==> config.mk <==
export PLATFORM = sky130hd
export DESIGN_NAME = bit_sequencer
export DESIGN_NICKNAME = d
export VERILOG_FILES = /design/src/rtl/bit_sequencer_pkg.sv /design/src/rtl/lowest_one_finder.sv /design/src/rtl/bit_sequencer.sv
export SDC_FILE = /design/constraint.sdc
export NUM_CORES = 1
export LEC_CHECK = 0
export BUFFER_PORTS_ARGS = -buffer_cell sky130_fd_sc_hd__clkbuf_2
export CORE_MARGIN = 2
export CORE_UTILIZATION = 40
export DETAILED_ROUTE_END_ITERATION = 7
export PLACE_DENSITY = 0.74
export SETUP_SLACK_MARGIN = 0.15
export SLEW_MARGIN = 20
export SYNTH_ARGS = -nofsm -noshare
export SYNTH_HDL_FRONTEND = slang
export SYNTH_SLANG_ARGS = --single-unit
==> constraint.sdc <==
create_clock -name clk -period 2.17 [get_ports clk]
set_input_delay 0.434 -clock clk [delete_from_list [all_inputs] [get_ports clk]]
set_output_delay 0.434 -clock clk [all_outputs]
set_load 0.05 [all_outputs]
==> src/rtl/bit_sequencer_pkg.sv <==
// Shared types and width helpers for the bit_sequencer block.
package bit_sequencer_pkg;

    typedef enum logic {
        IDLE = 1'b0,
        BUSY = 1'b1
    } state_t;

    // Bits needed to encode n distinct values, never less than one.
    function automatic int width_for(input int n);
        int w;
        w = 0;
        while ((1 << w) < n) w++;
        return (w < 1) ? 1 : w;
    endfunction

endpackage

==> src/rtl/lowest_one_finder.sv <==
// Combinational priority encoder: index of the lowest set bit plus an any-set flag.
module lowest_one_finder
    import bit_sequencer_pkg::*;
#(
    parameter int DATA_WIDTH = 8,
    parameter int IDX_WIDTH  = width_for(DATA_WIDTH)
) (
    input  logic [DATA_WIDTH-1:0] vec,
    output logic [IDX_WIDTH-1:0]  idx,
    output logic                  any
);

    always_comb begin
        // NOTE: every output of a combinational block gets a default first so no latch is inferred.
        idx = '0;
        any = |vec;
        // Scanning downwards lets the lowest set bit win the last assignment.
        for (int i = DATA_WIDTH - 1; i >= 0; i--) begin
            if (vec[i]) idx = IDX_WIDTH'(i);
        end
    end

endmodule

==> src/rtl/bit_sequencer.sv <==
// Expands a multi-hot mask into a stream of set-bit indices, lowest first.
// Optional remain_o output is enabled by defining BIT_SEQUENCER_REMAIN_EN.
module bit_sequencer
    import bit_sequencer_pkg::*;
#(
    parameter int DATA_WIDTH = 8,
    parameter int IDX_WIDTH  = width_for(DATA_WIDTH)
) (
    input  logic                  clk,
    input  logic                  a_rst,
    input  logic                  flush_i,
    input  logic [DATA_WIDTH-1:0] mask_i,
    input  logic                  valid_i,
    output logic                  ready_o,
    output logic [IDX_WIDTH-1:0]  idx_o,
    output logic                  last_o,
    output logic                  valid_o,
    input  logic                  ready_i
`ifdef BIT_SEQUENCER_REMAIN_EN
    ,
    output logic [width_for(DATA_WIDTH+1)-1:0] remain_o
`endif
);

    localparam logic [DATA_WIDTH-1:0] ONE = DATA_WIDTH'(1);

    state_t                state, state_n;
    logic [DATA_WIDTH-1:0] pend, pend_n;
    logic [IDX_WIDTH-1:0]  low_idx;
    logic                  pend_any;
    logic                  busy;
    logic                  single;
    logic                  beat;
    logic                  accept;

    lowest_one_finder #(
        .DATA_WIDTH(DATA_WIDTH),
        .IDX_WIDTH (IDX_WIDTH)
    ) u_finder (
        .vec(pend),
        .idx(low_idx),
        .any(pend_any)
    );

    assign busy    = (state == BUSY);
    assign single  = ((pend & (pend - ONE)) == '0);
    assign valid_o = busy;
    assign idx_o   = busy ? low_idx : '0;
    assign last_o  = busy && pend_any && single;
    assign beat    = valid_o && ready_i;
    assign ready_o = !busy || (beat && last_o);
    assign accept  = valid_i && ready_o && !flush_i;

    always_ff @(posedge clk or posedge a_rst) begin
        // NOTE: sequential state uses non-blocking assignments so all registers update together.
        if (a_rst) begin
            state <= IDLE;
            pend  <= '0;
        end else begin
            state <= state_n;
            pend  <= pend_n;
        end
    end

    always_comb begin
        state_n = state;
        pend_n  = pend;
        if (flush_i) begin
            state_n = IDLE;
            pend_n  = '0;
        end else begin
            if (beat) begin
                pend_n = pend & (pend - ONE);
                if (last_o) state_n = IDLE;
            end
            // An accept on the final beat overrides the drained pend.
            if (accept) begin
                pend_n  = mask_i;
                state_n = (mask_i != '0) ? BUSY : IDLE;
            end
        end
    end

`ifdef BIT_SEQUENCER_REMAIN_EN
    localparam int RW = width_for(DATA_WIDTH + 1);

    logic [RW-1:0] remain_q;

    function automatic logic [RW-1:0] popcount(input logic [DATA_WIDTH-1:0] v);
        logic [RW-1:0] cnt;
        cnt = '0;
        for (int i = 0; i < DATA_WIDTH; i++) cnt = cnt + RW'(v[i]);
        return cnt;
    endfunction

    always_ff @(posedge clk or posedge a_rst) begin
        if (a_rst) begin
            remain_q <= '0;
        end else if (flush_i) begin
            remain_q <= '0;
        end else if (accept) begin
            remain_q <= (mask_i != '0) ? popcount(mask_i) - RW'(1) : '0;
        end else if (beat && !last_o) begin
            remain_q <= remain_q - RW'(1);
        end
    end

    assign remain_o = valid_o ? remain_q : '0;
`endif

endmodule
## Yosys cells after proc, flatten, opt, wreduce, memory -nomap -nowiden

Cells that the tools add are included.

| operators by class | value |
|---|---|
| bitwise operators | 1 |
| mux-type cells | 17 |
| $add $sub $neg | 1 |
| reductions and logical operators | 15 |

Operator list:

| operator | count |
|---|---|
| 3-bit two-way mux | 9 |
| 8-bit two-way mux | 3 |
| 8-bit bitwise AND | 1 |
| 8-bit zero test | 1 |
| 8-bit nonzero test | 1 |
| 8-bit OR reduction | 1 |
| 8-bit by 1-bit subtractor with 8-bit output, second input constant | 1 |
| 1-bit logical AND | 6 |
| 3-bit nonzero test | 2 |
| 1-bit two-way mux | 5 |
| 1-bit zero test | 2 |
| 2-bit AND reduction | 1 |
| 1-bit logical OR | 1 |

| storage, ports and cells | value |
|---|---|
| word-level logic and storage cells | 36 |
| register bits | 9 |
| output and inout bits | 6 |

## Logic depth before layout (Yosys ltp)

Gate-level depths: netlist of run 1.

| logic depth | value |
|---|---|
| depth in word-level cells | 10 |
| gate-level depth with buffers | 8 |

## Hierarchy

A second synthesis of run 1 with hierarchy kept.

| unflattened totals | value |
|---|---|
| cells, all modules | 85 |
| area total of the unflattened synthesis | 749.5 um^2 |

Modules (own cells, without submodules):

| module | times used | area each (um^2) | seq. area each (um^2) | cells an instance |
|---|---|---|---|---|
| bit_sequencer | 1 | 668.1 | 225.2 | 72 |
| lowest_one_finder | 1 | 81.3 | 0.0 | 13 |

## Worst setup path before layout of run 1

OpenSTA, ideal clock, no wires.

| path | value |
|---|---|
| path kind | register to output |
| from | register pend[0] |
| to | output port ready_o |
| arrival time | 2.262 ns |
| data required time | 1.736 ns |
| setup slack | -0.526 ns |
| path buffers | 0 |
| stages on the path, launching flop included | 6 |
| path through | dfrtp_1 > nor4_4 > o21ai_0 > nand2_1 > a31oi_1 > o21ai_0 |

| between the ends | value |
|---|---|
| word-level cells in the longest chain between the ends | 6 |
| elaborated cells between the ends (all ways) | 8 |
| classes of those cells | add/sub (1); bitwise (1); reduce/logical (6) |

RTL lines:

| what | RTL line | RTL |
|---|---|---|
| from (decl) | bit_sequencer.sv:28 | `logic [DATA_WIDTH-1:0] pend, pend_n;` |
| from (signal assigned) | bit_sequencer.sv:61 | `pend <= pend_n;` |
| 8-bit by 1-bit subtractor with 8-bit output | bit_sequencer.sv:46 | `assign single = ((pend & (pend - ONE)) == '0);` |
| 8-bit bitwise AND | bit_sequencer.sv:46 |  |
| 8-bit zero test | bit_sequencer.sv:46 |  |
| 1-bit logical AND (*) | bit_sequencer.sv:49 | `assign last_o = busy && pend_any && single;` |
| 1-bit logical AND (*) | bit_sequencer.sv:51 | `assign ready_o = !busy \|\| (beat && last_o);` |
| 1-bit logical OR (*) | bit_sequencer.sv:51 |  |
| to (decl) | bit_sequencer.sv:14 | `output logic ready_o,` |

Mark *: on every way between the ends. The rest lies on a longest branch, timed or not.

## Worst setup path after layout of run 1

Ends and elaborated chain as after synthesis.

==> qor.yml, run 1 <==
global_routing:
  grt-ovfl-total: 0
  grt_pass1_wl_um: 3280
  first_global_vias: 749
  antenna_found_initial: 0
  pin_count_of_the_biggest_net_entering_global_routing: 10
  track_usage: 0.222
placement:
  finalWeightedCongestion: 0.801
  post_dp_cell_area_um2: 885
  place.port_buffers: 18
  detailed_place_hpwl_um: 1480
logic_synthesis:
  postSynth.asyncResetShare: 1.00
  post_synth_inst_count: 83
  synth.net_count: 96
  synth-seq-cells: 9
  ys_types: 35
  post_synth.cell_area_avg_um2: 8.76
  dominantRegCellSynth: "dfrtp_1"
  number_of_enable_flip_flop_cells_after_synthesis: 0
  synthesis.yosys.warnings: 0
  synth.yosys.seq_area_share: 0.310
  synth_area_um2: 727
drt:
  routed_wl_um: 2410
  drtAntennaViolNets: 0
  via_per_instance_ratio: 5.73
  drt_pre_antenna_iters: 4
  avgRoutedWirePerCell_um: 17.0
  route.vias.total: 814
  remaining_drc_errors: 0
  drt-initial-drc-count: 15
finish:
  area.growth.synth_to_final_pct: 63.2
  nNetsFinal: 131
  drive_gt1_frac: 0.573
  design_area_um2: 1190
  fillCellCount: 127
  mostFrequentLayoutCells: "clkbuf_2 (13), buf_4 (11), nand2_1 (7), dfrtp_1 (6), mux2i_1 (5)"
  diodes: 0
  layout_commonest_cell: "clkbuf_2"
job:
  max_cap_viol_count: 0
die:
  floorplan.rows: 15
  initial_utilization: 0.421
  core_um2: 1730
  die_h_um: 46.6
  die_x_um: 46.6
  pin_count: 19
  fp.dieArea_um2: 2170
sta:
  aggregate_negative_setup_slack_ps: -367
  clock_skew_ps: 3.76
  grt_setup_unrepaired: "true"
  maxClockFrequency_ghz: 0.436
  final_min_period_over_clock_period: 1.06
  setup_viol: 7
  final-max-slew-violation-count: 0
  period_minus_slack_ps: 2290
  finalHoldViolCount: 0
  layout_setup_ws_ps: -125
  worst_pin_slew_ps: 464
  slew_headroom: 0.689
power:
  p_per_area_nw_per_um2: 680
  peakVddDrop_v: 0.000343
  p_leak_nw: 0.511
critical_path:
  critical_path.slowest_cell: "dfrtp_1"
  start_kind: "flop"
  worst_path_most_repeated_cell: "o21ai_2"
  timing.critical_path.buf_inv: 2
  crit_chain: "nor4_4 > buf_4 > o21ai_2 > nand2_1 > a31oi_4 > o21ai_2 > buf_8"
  worstPathRequired_ps: 1740
  cp_top_family: "simple AND/OR/NAND/NOR gates"
  worst_path_largest_cell_delay_ps: 410
  cp-end-kind: "output port"
  path_max_fanout: 3
  timing.setup.critical_path_class: "flop to output port"
  worst-endpoint-arrival_ps: 1860
clock_tree:
  cts_num_sinks: 9
  clock_insertion_delay_worst_skew_ps: 270
  tritoncts.num_buffers: 3
  clockRootBuffer: "clkbuf_4"
  worst_setup_hold_path_clk_slew_ps: 70
  cts_tree: "built"
  cts_max_path_bufs: 2
  cts-htree-levels: 1
run_status:
  outcome: "finished, violations left"
  failed_checks: "setup timing"
hold_path:
  min_path_type: "primary input to async pin"
## power breakdown
part           internal [mW]  switching (mW)
sequential             0.184          0.0283
clock                 0.0713          0.0675
combinational          0.222           0.233
total                  0.478           0.329
## cells in the mapped netlist, drive strengths merged, types with 2 or more instances
cell type | number | area share
a211oi | 4 | 0.041
a21oi | 4 | 0.028
a22o | 2 | 0.036
buf | 2 | 0.014
clkbuf | 2 | 0.024
dfrtp | 9 | 0.31
inv | 4 | 0.021
mux2i | 5 | 0.069
nand2 | 7 | 0.036
nand3 | 5 | 0.034
nor2 | 8 | 0.041
nor4 | 2 | 0.038
nor4b | 3 | 0.036
o211ai | 2 | 0.021
o21a | 2 | 0.021
o21ai | 4 | 0.028
o311ai | 2 | 0.024
or4 | 2 | 0.021
## timing repair
item,in CTS,in global routing
hold buffers,0,0
endpoints found under the setup margin,6,13
endpoints found under the hold margin,0,0
pin swaps,13,12
cloned,0,1
resized for setup,24,25
setup buffers,5,3
## layout make-up
type,instances,area (um^2),share of cell area
clock buffers,4,26.3,0.0222
multi-input cells,66,579,0.488
flip-flops and latches,9,229,0.193
well taps,25,31.3,0.0264
inverters,4,15.0,0.0127
repair buffers,34,305,0.257
## routing by layer
metal  vias to the layer above  routed length, um  GRT usage
met5                         -                  0          0
met4                         0                 38     0.0833
met3                         4                 40     0.0353
met2                        14               1360      0.394
met1                       407                977      0.266
li1                        389                  -          -
## final timing paths
check | startpoint | endpoint | slack [ps] | cells past startpoint
worst max register to register | pend[0] | pend[4] | -80 | 8
worst min register to register | pend[7] | pend[7] | 700 | 2
worst max-delay path | pend[0] | ready_o | -120 | 7
worst min-delay path | a_rst | pend[3] | 100 | 2
min in group clk | mask_i[4] | pend[4] | 430 | 3
max in group asynchronous | a_rst | pend[7] | 1780 | 2
## sequential cells by signal (all words and copies together), names as in the netlist
signal and flops:
valid_o 1, pend 8
## cells by family after synthesis
logic type | synth area share
AOI/OAI and AO/OA | 0.253
buffers and inverters | 0.0585
DFF | 0.310
muxes | 0.0843
and+or+nand+nor | 0.294
## metrics by stage
stage,setup WS [ps],hold WS (ps),cells,util,power (mW)
floorplan,115,262,83,-,0.412
global placement,62.4,399,129,0.512,0.475
detailed placement,25.7,398,129,0.512,0.483
CTS,-107,116,138,0.611,0.713
global route,-213,131,142,0.687,0.848
finish,-125,99.6,142,0.687,0.807
No activity file was read; power rests on OpenSTA's default activity.
==> inputs of run 2 (changes only) <==
--- a/config.mk
+++ b/config.mk
@@ -8,6 +8,7 @@
 export BUFFER_PORTS_ARGS = -buffer_cell sky130_fd_sc_hd__clkbuf_2
 export CORE_MARGIN = 2
 export CORE_UTILIZATION = 40
+export CTS_BUF_LIST = sky130_fd_sc_hd__clkbuf_2
 export DETAILED_ROUTE_END_ITERATION = 7
 export PLACE_DENSITY = 0.74
 export SETUP_SLACK_MARGIN = 0.15
==> run 2 against run 1 <==
  * The run still ends with setup timing left
  * Total power shrank 1.3%
  * Worst hold slack better by 2.4 ps
  * Sequential power hardly changed
  * Final cell count rose by 1.4%
  * Core utilization rose by 0.29 points
  * Critical path depth is the same
  * Clock power shrank 17%
  * Clock skew up 3.1 ps
  * Sequential share of layout area fell by 0.19 points
  * Via count is 6.6% higher
  * Largest power group unchanged
==> qor.yml, run 2 (synthesis results as in run 1) <==
global_routing:
  grt_pass1_wl_um: 3360  # +2.3%
  track_usage: 0.229  # +0.00642
  antenna_found_initial: 0  # unchanged
  pin_count_of_the_biggest_net_entering_global_routing: 10  # unchanged
  grt-ovfl-total: 0  # unchanged
  first_global_vias: 741  # -1.1%
power:
  p_leak_nw: 0.523  # +2.4%
  p_per_area_nw_per_um2: 669  # -1.7%
  pwr-share-seq: 0.267  # +0.004
  peakVddDrop_v: 0.000307  # -11%
  cell_internal_pwr_uw: 461  # -3.5%
  switching_share: 0.421  # +0.0133
  clockPowerShare: 0.144  # -0.028
  power.switching_uw: 335  # +1.9%
  power.share.combinational: 0.589  # +0.024
  overall_power_uw: 796  # -1.3%
critical_path:
  terminus_of_the_critical_flop_to_flop_path: "pend[4]"
  path_max_fanout: 3  # unchanged
  crit-reg2reg-launch: "pend[0]"
  timing.setup.critical_path_class: "flop to output port"
  timing.reg2reg.setup_slack_ps: -120  # -40 ps
  worstPathRequired_ps: 1740  # about the same
  worstRegToRegCells: 8  # unchanged
  cp-end-kind: "output port"
  start_kind: "flop"
  worst-endpoint-arrival_ps: 1890  # +30 ps
drt:
  route.vias.total: 868  # +6.6%
  remaining_drc_errors: 0  # unchanged
  drt_pre_antenna_iters: 4  # unchanged
  drt-initial-drc-count: 33  # +18
  drtAntennaViolNets: 0  # unchanged
  routed_wl_um: 2610  # +8.1%
  avgRoutedWirePerCell_um: 18.1  # +6.6%
  via_per_instance_ratio: 6.03  # +5.2%
finish:
  nNetsFinal: 133  # +1.5%
  register_name_with_the_most_flops: "pend"
  mostFrequentLayoutCells: "clkbuf_2 (17), buf_4 (12), nand2_1 (7), dfrtp_1 (7)"
  drive_gt1_frac: 0.580  # +0.00718
  layoutNonFillerInstCount: 144  # +1.4%
  layout_commonest_cell: "clkbuf_2"
  fillCellCount: 129  # +1.6%
  design_area_um2: 1190  # +0.42%
  diodes: 0  # unchanged
  utilization: 0.690  # +0.00290
  area.growth.synth_to_final_pct: 63.9
  largest_register_ffs: 8  # unchanged
clock_tree:
  cts-htree-levels: 1  # unchanged
  tritoncts.num_buffers: 3  # unchanged
  worst_setup_hold_path_clk_slew_ps: 100  # +30 ps
  clock_insertion_delay_worst_skew_ps: 260  # about the same
  cts_num_sinks: 9  # unchanged
  cts_max_path_bufs: 2  # unchanged
  cts_tree: "built"
  clockRootBuffer: "clkbuf_2"
  holdBufCountCts: 0  # unchanged
job:
  max_cap_viol_count: 0  # unchanged
sta:
  aggregate_negative_setup_slack_ps: -645  # -277 ps
  maxClockFrequency_ghz: 0.431  # -1.2%
  final_min_period_over_clock_period: 1.07  # +0.0128
  layout_setup_ws_ps: -153  # -27.9 ps
  worst_pin_slew_ps: 485  # +21.0 ps
  setup_viol: 9  # +2
  final-max-slew-violation-count: 0  # unchanged
  finalHoldViolCount: 0  # unchanged
  grt_setup_unrepaired: "true"
  period_minus_slack_ps: 2320  # +27.9 ps
  clock_skew_ps: 6.82  # +3.06 ps
  timing.hold.ws_ps: 102  # +2.43 ps
  slew_headroom: 0.675  # -0.0141
die:
  fp.dieArea_um2: 2170  # unchanged
  die_x_um: 46.6  # unchanged
  core_um2: 1730  # unchanged
  die_h_um: 46.6  # unchanged
  initial_utilization: 0.421  # unchanged
  pin_count: 19  # unchanged
  floorplan.rows: 15  # unchanged
placement:
  place.port_buffers: 18  # unchanged
  dpl_worst_slack_ps: 25.7  # unchanged
  finalWeightedCongestion: 0.801  # unchanged
  detailed_place_hpwl_um: 1480  # unchanged
  post_dp_cell_area_um2: 885  # unchanged
  place_inst: 129  # unchanged
run_status:
  outcome: "finished, violations left"
  failed_checks: "setup timing"
hold_path:
  min_path_type: "primary input to async pin"
[run 2: power groups by stage]
| stage | Clock, mW | Sequential, mW | Combinational, mW |
|---|---|---|---|
| global route | 0.129 | 0.215 | 0.494 |
| floorplan | 0 | 0.209 | 0.203 |
| CTS | 0.110 | 0.211 | 0.369 |
| detailed placement | 0 | 0.213 | 0.271 |
| global placement | 0 | 0.211 | 0.264 |
| finish | 0.115 | 0.212 | 0.469 |
[run 2: timing repair]
action / in CTS / in global routing
endpoints found under the setup margin: 7 / 13
buffers inserted: 5 / 5
gates cloned: 0 / 1
resized for setup: 26 / 24
pin swaps: 15 / 6
[run 2: layer usage]
metal  global-route usage  routed length (um)  up-vias  part of all wire
met5                    0                   0        -                 0
met4                0.100                 140        0             0.054
met3               0.0235                  99       17             0.038
met2                0.400                1370       43              0.53
met1                0.281                 994      416              0.38
li1                     -                   -      392                 -
[run 2: critical path: stages, from the launching register on]
cell and delay (ps):
dfrtp_1 430, nor4_4 380, buf_4 210, o21ai_2 60
nand2_1 150, a31oi_4 50, o21ai_2 180, buf_8 170
[run 2: final cells by class]
type,count,area (um^2),area share
tap,25,31.3,0.0263
multi-input combinational,66,576,0.483
clock buffer,4,20.0,0.0168
timing repair buffer,36,322,0.270
inverter,4,15.0,0.0126
sequential,9,228,0.191
[run 2: worst max path at each step]
stage,startpoint,endpoint,slack [ps]
6_report,pend[0],ready_o,-150
5_1_grt,pend[4],ready_o,-230
4_1_cts,pend[3],ready_o,-100
3_5_place_dp,pend[0],ready_o,30
3_3_place_gp,pend[0],ready_o,60
2_1_floorplan,pend[0],ready_o,120
